==> config.mk <==
export PLATFORM = sky130hd
export DESIGN_NAME = car_sprite_loader
export DESIGN_NICKNAME = d
export VERILOG_FILES = /design/src/rtl/car_sprite_loader.sv
export SDC_FILE = /design/constraint.sdc
export NUM_CORES = 1
export LEC_CHECK = 0
export CORE_ASPECT_RATIO = 1.4
export CORE_MARGIN = 4
export CORE_UTILIZATION = 40
export DETAILED_ROUTE_END_ITERATION = 10
export MAX_ROUTING_LAYER = met4
export PLACE_DENSITY_LB_ADDON = 0.08
export SETUP_SLACK_MARGIN = 0.02
export SYNTH_ARGS = -nofsm -noshare
export SYNTH_HDL_FRONTEND = slang
export SYNTH_SLANG_ARGS = --single-unit
==> constraint.sdc <==
create_clock -name clk -period 2.4 [get_ports clk]
set_input_delay 0.24 -clock clk [delete_from_list [all_inputs] [get_ports clk]]
set_output_delay 0.24 -clock clk [all_outputs]
set_load 0.1 [all_outputs]
==> src/rtl/car_sprite_loader.sv <==
// Streams pixels into the 32x32 car sprite RAM write port from a programmable base address.
// Optional horizontal mirroring of each 32-pixel row is enabled with CAR_SPRITE_LDR_HMIRROR_EN.
module car_sprite_loader #(
  parameter int CD   = 12,
  parameter int ADDR = 10
) (
  input  logic            clk,
  input  logic            rst_n,
  input  logic            start,
  input  logic [ADDR-1:0] base_addr,
  input  logic [ADDR:0]   len,
  input  logic            abort,
  input  logic            s_valid,
  input  logic [CD-1:0]   s_data,
`ifdef CAR_SPRITE_LDR_HMIRROR_EN
  input  logic            mirror,
`endif
  output logic            s_ready,
  output logic            we,
  output logic [ADDR-1:0] addr_w,
  output logic [CD-1:0]   pixel_in,
  output logic            busy,
  output logic            done
);

  typedef enum logic [1:0] {IDLE, LOAD, DONE} state_e;

  localparam logic [ADDR:0] MAX_LEN = {1'b1, {ADDR{1'b0}}};
  localparam logic [ADDR:0] ONE     = {{ADDR{1'b0}}, 1'b1};

  state_e          state_q, state_d;
  logic [ADDR-1:0] base_q, base_d;
  logic [ADDR:0]   eff_len_q, eff_len_d;
  logic [ADDR:0]   cnt_q, cnt_d;
  logic            we_q, we_d;
  logic [ADDR-1:0] addr_q, addr_d;
  logic [CD-1:0]   pixel_q, pixel_d;
  logic [ADDR-1:0] a;
`ifdef CAR_SPRITE_LDR_HMIRROR_EN
  logic            mirror_q, mirror_d;
`endif

  // Address wraps naturally at 2**ADDR because the sum is truncated to ADDR bits.
  assign a = base_q + cnt_q[ADDR-1:0];

  always_comb begin
    // NOTE: every variable gets a default first so no path leaves it unassigned and no latch is inferred.
    state_d   = state_q;
    base_d    = base_q;
    eff_len_d = eff_len_q;
    cnt_d     = cnt_q;
    we_d      = 1'b0;
    addr_d    = addr_q;
    pixel_d   = pixel_q;
`ifdef CAR_SPRITE_LDR_HMIRROR_EN
    mirror_d  = mirror_q;
`endif
    unique case (state_q)
      IDLE: begin
        if (start) begin
          base_d    = base_addr;
          eff_len_d = (len > MAX_LEN) ? MAX_LEN : len;
          cnt_d     = '0;
`ifdef CAR_SPRITE_LDR_HMIRROR_EN
          mirror_d  = mirror;
`endif
          state_d   = (len == '0) ? DONE : LOAD;
        end
      end
      LOAD: begin
        if (abort) begin
          state_d = IDLE;
        end else if (s_valid) begin
          we_d    = 1'b1;
          pixel_d = s_data;
`ifdef CAR_SPRITE_LDR_HMIRROR_EN
          addr_d  = mirror_q ? {a[ADDR-1:5], ~a[4:0]} : a;
`else
          addr_d  = a;
`endif
          cnt_d   = cnt_q + ONE;
          if (cnt_q == eff_len_q - ONE) state_d = DONE;
        end
      end
      DONE:    state_d = IDLE;
      default: state_d = IDLE;
    endcase
  end

  // NOTE: sequential state uses non-blocking assignments so all flops update together at the edge.
  always_ff @(posedge clk or negedge rst_n) begin
    if (!rst_n) begin
      state_q   <= IDLE;
      base_q    <= '0;
      eff_len_q <= '0;
      cnt_q     <= '0;
      we_q      <= 1'b0;
      addr_q    <= '0;
      pixel_q   <= '0;
`ifdef CAR_SPRITE_LDR_HMIRROR_EN
      mirror_q  <= 1'b0;
`endif
    end else begin
      state_q   <= state_d;
      base_q    <= base_d;
      eff_len_q <= eff_len_d;
      cnt_q     <= cnt_d;
      we_q      <= we_d;
      addr_q    <= addr_d;
      pixel_q   <= pixel_d;
`ifdef CAR_SPRITE_LDR_HMIRROR_EN
      mirror_q  <= mirror_d;
`endif
    end
  end

  assign s_ready  = (state_q == LOAD) && !abort;
  assign we       = we_q;
  assign addr_w   = addr_q;
  assign pixel_in = pixel_q;
  assign busy     = (state_q != IDLE);
  assign done     = (state_q == DONE);

endmodule
# ---- After elaboration in Yosys (flattened, before gate mapping)
# Cells that the tools add are included.
dict set report op_classes {
  reduce_logical 10
  add_sub_neg 3
  n_mux 14
  n_bitwise 1
  n_lt_le_gt_ge 1
  eq_ne 8
}
# cell n
set ops {}
lappend ops {{$mux W11} 4}
lappend ops {{$pmux W11 S2} 1}
lappend ops {{$add A11 B1 Y11 const B} 1}
lappend ops {{$eq A11 B11 Y1} 1}
lappend ops {{$gt A11 B11 Y1 const B} 1}
lappend ops {{$logic_not A11 Y1} 1}
lappend ops {{$sub A11 B1 Y11 const B} 1}
lappend ops {{$add A10 B10 Y10} 1}
lappend ops {{$mux W2} 5}
lappend ops {{$ne A2 B2 Y1 const B} 3}
lappend ops {{$ne A3 B3 Y1 const B} 2}
lappend ops {{$reduce_and A3 Y1} 2}
lappend ops {{$pmux W2 S2} 1}
lappend ops {{$reduce_and A4 Y1} 1}
lappend ops {{$reduce_bool A2 Y1} 2}
lappend ops {{$mux W1} 3}
lappend ops {{$eq A2 B1 Y1 const B} 1}
lappend ops {{$eq A2 B2 Y1 const B} 1}
lappend ops {{$logic_not A2 Y1} 1}
lappend ops {{$reduce_and A2 Y1} 1}
lappend ops {{$logic_and A1 B1 Y1} 1}
lappend ops {{$logic_not A1 Y1} 1}
lappend ops {{$not A1 Y1} 1}
dict set report totals {
  inputBits 38
  register_bits 57
}

# ---- Depth between registers and ports, before layout
dict set report logic_depth {
  ltp_word 6
  mapped_depth 9
  ltp_nobuf 9
}

# ---- Worst setup path before layout
# OpenSTA, ideal clock, no wires.
dict set report synth_path {
  path_kind {register -> register}
  start {reg state_q[1]}
  end {reg state_q[0]}
  path_buffers 0
  t_arrival_ns 3.117
  setup_slack_ns -0.801
  period_less_slack_ns 3.201
  path_stages_with_launch 4
  required_ns 2.316
  cell_sequence {dfrtp_1 > nor3b_1 > o41ai_1 > o21ai_0}
}
dict set report synth_between {
  elab_chain_len 3
  elab_cells_between_ends 7
  classes_between {4 x eq/ne; 1 x mux; 2 x reduce/logical}
}
# element line
set synth_lines {}
lappend synth_lines {{start, declared} 31} ;# state_e state_q, state_d;
lappend synth_lines {{start signal, assigned} 104} ;# state_q <= state_d;
lappend synth_lines {{$eq A2 B1 Y1 / $logic_not A2 Y1 (equally long branches)} 58} ;# unique case (state_q)
lappend synth_lines {{$ne A3 B3 Y1 (no source line) / $ne A2 B2 Y1 (equally long branches)} --}
lappend synth_lines {{$reduce_and A3 Y1 (no source line)} --}
# Parallel ways exist; a longest one is shown, timed or not.
# A chain may end at the register's enable or synchronous reset.

# ---- Worst setup path after layout
dict set report layout_path {
  start {reg eff_len_q[1]}
  end {reg state_q[0]}
}
dict set report layout_between {
  elab_chain_len 4
}
# element line
set layout_lines {}
lappend layout_lines {{start, declared} 33} ;# logic [ADDR:0] eff_len_q, eff_len_d;
lappend layout_lines {{start signal, assigned} 106} ;# eff_len_q <= eff_len_d;
lappend layout_lines {{$sub A11 B1 Y11} 82} ;# if (cnt_q == eff_len_q - ONE) state_d = DONE;
lappend layout_lines {{$eq A11 B11 Y1} 82}
lappend layout_lines {{$ne A3 B3 Y1 (no source line)} --}
lappend layout_lines {{$reduce_and A3 Y1 (no source line)} --}
# No other way between the ends.

==> key figures <==
Outcome
  • Run status: completed

Power
  • Comb pwr share: 46.2%
  • Power Dens Cells: 967.5 nW/um2
  • Switching share of power: 46.75%
  • Peak supply drop: 520.0 uV
  • Flop pwr share: 34.0%
  • Int Power: 2.009 mW
  • Clock share of power: 19.8%
  • Net Switching: 1.764 mW
  • P_leak: 1.862 nW

Hold path
  • Worst hold path class: input port to asynchronous set/reset pin

STA
  • Tightest Pin Transition: 708.6 ps
  • Post-layout min period: 2306 ps
  • Max Clk Rate: 433.7 MHz
  • RSZ-0062 raised after global routing: no
  • Pins Over Slew Limit: 0
  • Setup TNS: 0 ps
  • Period utilisation layout: 96.08%
  • WHS: 44.38 ps
  • Setup violators final: 0
  • Hold Fails Final Rpt: 0
  • Slew HR: 52.76%
  • Clk_skew: 5.537 ps
  • Final WS setup: 94.00 ps

Yosys
  • Flops & latches, synth: 57
  • Synth async-reset ratio: 100.0%
  • Post-synth EDFFs: 0
  • Seq/Total Area, Yosys: 47.54%
  • Most used DFF post-synth: dfrtp_1
  • Yosys warnings: 0
  • Post-Synthesis Cells: 332
  • Syn Area/Cell: 9.037 um2
  • Synth cell types: 46
  • Synth Cell Area: 3000 um2
  • Syn_nets: 382

Place
  • Gpl congestion: 0.7945
  • I/O Buffers: 63
  • Placed Cells: 487
  • HPWL Detailed: 4966 um
  • Post-place setup slack: 17.56 ps

Route
  • # DRC: 0
  • Post-Route WL: 6699 um
  • Detailed-route via count: 2515
  • Wirelength per Cell: 13.32 um
  • 1st-iter DRT viols: 66
  • Vias/cell: 5.000
  • Post-DRT Antenna Nets: 0
  • Total iterations of the first detailed-routing run: 4

Global routing
  • Total track usage: 16.91%
  • Initial antenna violation count: 0
  • Total gr overflow: 0
  • Largest net degree at the start of global routing: 58
  • Vias in the first global route: 2510
  • Global-route wire length before repair: 11320 um

Setup path
  • Crit-path max cell delay: 480 ps
  • Max FO, Critical Path: 4
  • Crit path cell chain: inv_1, ha_4, or4b_4, nor4_2, a211o_1, a41oi_2, o41ai_1, o21ai_0
  • WP buf/inv: 1
  • Setup Crit Path Kind: register to register
  • Family with the most delay on the worst path: simple AND/OR/NAND/NOR gates
  • CP arrival: 2510 ps
  • Critical path capture point type: register
  • Critical Path RT: 2600 ps
  • Slowest CP cell: or4b_4
  • Startpoint types: register

Layout
  • Fill count: 752
  • Most frequent cells in the layout: 90 x nand2_1, 57 x dfrtp_1, 36 x clkdlybuf4s50_1
  • N_diodes: 0
  • Multi-input gate area: 1518 um2
  • Area Overhead vs Synth: 29.98%
  • NumNets Final: 452
  • Sequential Area: 1426 um2
  • Fin cells: 503
  • Layout cells sized above 1: 13.55%
  • Commonest non-fill, non-tap cell in the layout: nand2_1

Clock network
  • Root Buffer: clkbuf_8
  • Worst-skew pair later-pin latency: 330 ps
  • H-tree depth: 3
  • CTS max path bufs: 2
  • Worst-path clk slew: 60 ps
  • Clock sinks: 57
  • CTS tree: yes
  • CTS hold repair buffers: 0
  • Total CTS buffers: 9

Floorplan
  • Die area: 8970 um2
  • Initial Util: 41.02%
  • Chip Width: 81.20 um
  • CORE AREA: 7315 um2
  • Site Rows: 37
  • Ports: 64
  • Die height: 110.5 um

Flow run
  • Max-Cap Viols: 0
worst reg2reg max path, stage by stage (launching register included):
cell and delay [ps]:
dfrtp_1 400, inv_1 120, ha_4 160, or4b_4 480, nor4_2 290, a211o_1 140
a41oi_2 50, o41ai_1 400, o21ai_0 140
cells in the mapped netlist (2+ instances only):
library cell	count	share of area [%]
nor3_1	5	0.83
nor2_1	19	2.4
nand3_1	7	1.2
nor2b_1	2	0.42
a21oi_1	8	1.3
xor2_1	13	3.8
o21ai_0	21	3.5
o2111ai_1	2	0.58
dfrtp_1	57	48
or3b_2	2	0.58
a31oi_1	2	0.42
a211o_1	2	0.58
nand3b_1	5	1.3
inv_1	11	1.4
a21o_1	3	0.75
xnor2_1	11	3.2
nor4_1	6	1.3
and4_1	3	0.88
a211oi_1	2	0.50
and3_1	3	0.63
o21a_1	3	0.75
a22o_1	4	1.2
or3_1	2	0.42
ha_1	11	4.6
nand2b_1	5	1.0
o31ai_1	4	1.0
clkbuf_1	11	1.4
nand2_1	90	11
area by class of cell:
class / count / share of cell area [%]
Inverter: 12 / 1.155
Clock buffer: 15 / 4.010
Multi-Input combinational cell: 251 / 38.92
Tap cell: 97 / 3.112
Timing Repair Buffer: 71 / 16.23
Sequential cell: 57 / 36.57
per-stage QoR:
step	cell area [um2]	power (mW)	util, %
after floorplan	3005	2.607	-
after global placement	3710	3.023	50.72
after detailed placement	3710	3.042	50.72
after CTS	3874	3.810	52.96
after global routing	3900	3.984	53.32
final	3900	3.773	53.32
power groups by stage:
stage | combinational, mW | sequential (mW) | clock [mW]
6_report | 1.74 | 1.28 | 0.748
5_1_grt | 1.86 | 1.32 | 0.812
4_1_cts | 1.74 | 1.29 | 0.777
3_5_place_dp | 1.73 | 1.31 | 0
3_3_place_gp | 1.73 | 1.30 | 0
2_1_floorplan | 0.470 | 2.14 | 0
path summary, 6_finish.rpt:
kind                       slack, ps         start           end  depth (start not counted)
min in group clk                 430     s_data[1]   pixel_in[1]                          3
min reg2reg                      470   pixel_in[3]   pixel_in[3]                          2
min                               40         rst_n   pixel_in[1]                          2
max                               90  eff_len_q[1]    state_q[0]                          8
max reg2reg                       90  eff_len_q[1]    state_q[0]                          8
max in group asynchronous       1890         rst_n  eff_len_q[1]                          2
layer usage:
layer | GRT usage, % | vias to the layer above | wire length (um)
met5 | - | - | 0
met4 | 11.05 | 0 | 242
met2 | 27.70 | 48 | 3444
met3 | 2.610 | 19 | 221
li1 | - | 1277 | -
met1 | 18.51 | 1171 | 2790
cells by family after synthesis:
family / synth area share, %
XOR/XNOR: 7.006
adder cells (fa/ha/maj): 5.254
AND/OR/NAND/NOR: 24.35
flip-flops: 47.54
AO/OA/AOI/OAI: 12.14
multiplexers: 0.7089
buffers and inverters: 3.002
state kept, by name (all words and copies together) (netlist names):
register   count
cnt_q         11
state_q        2
eff_len_q     11
pixel_in      12
base_q        10
we             1
addr_w        10
what timing repair did:
| item | CTS | global route |
|---|---|---|
| gates resized for setup | 1 | 3 |
| endpoints found under the setup margin | 1 | 2 |
| hold endpoints to repair | 0 | 0 |
| setup buffers | 0 | 1 |
| pin swaps | 0 | 0 |
No activity file was read; power rests on OpenSTA's default activity.
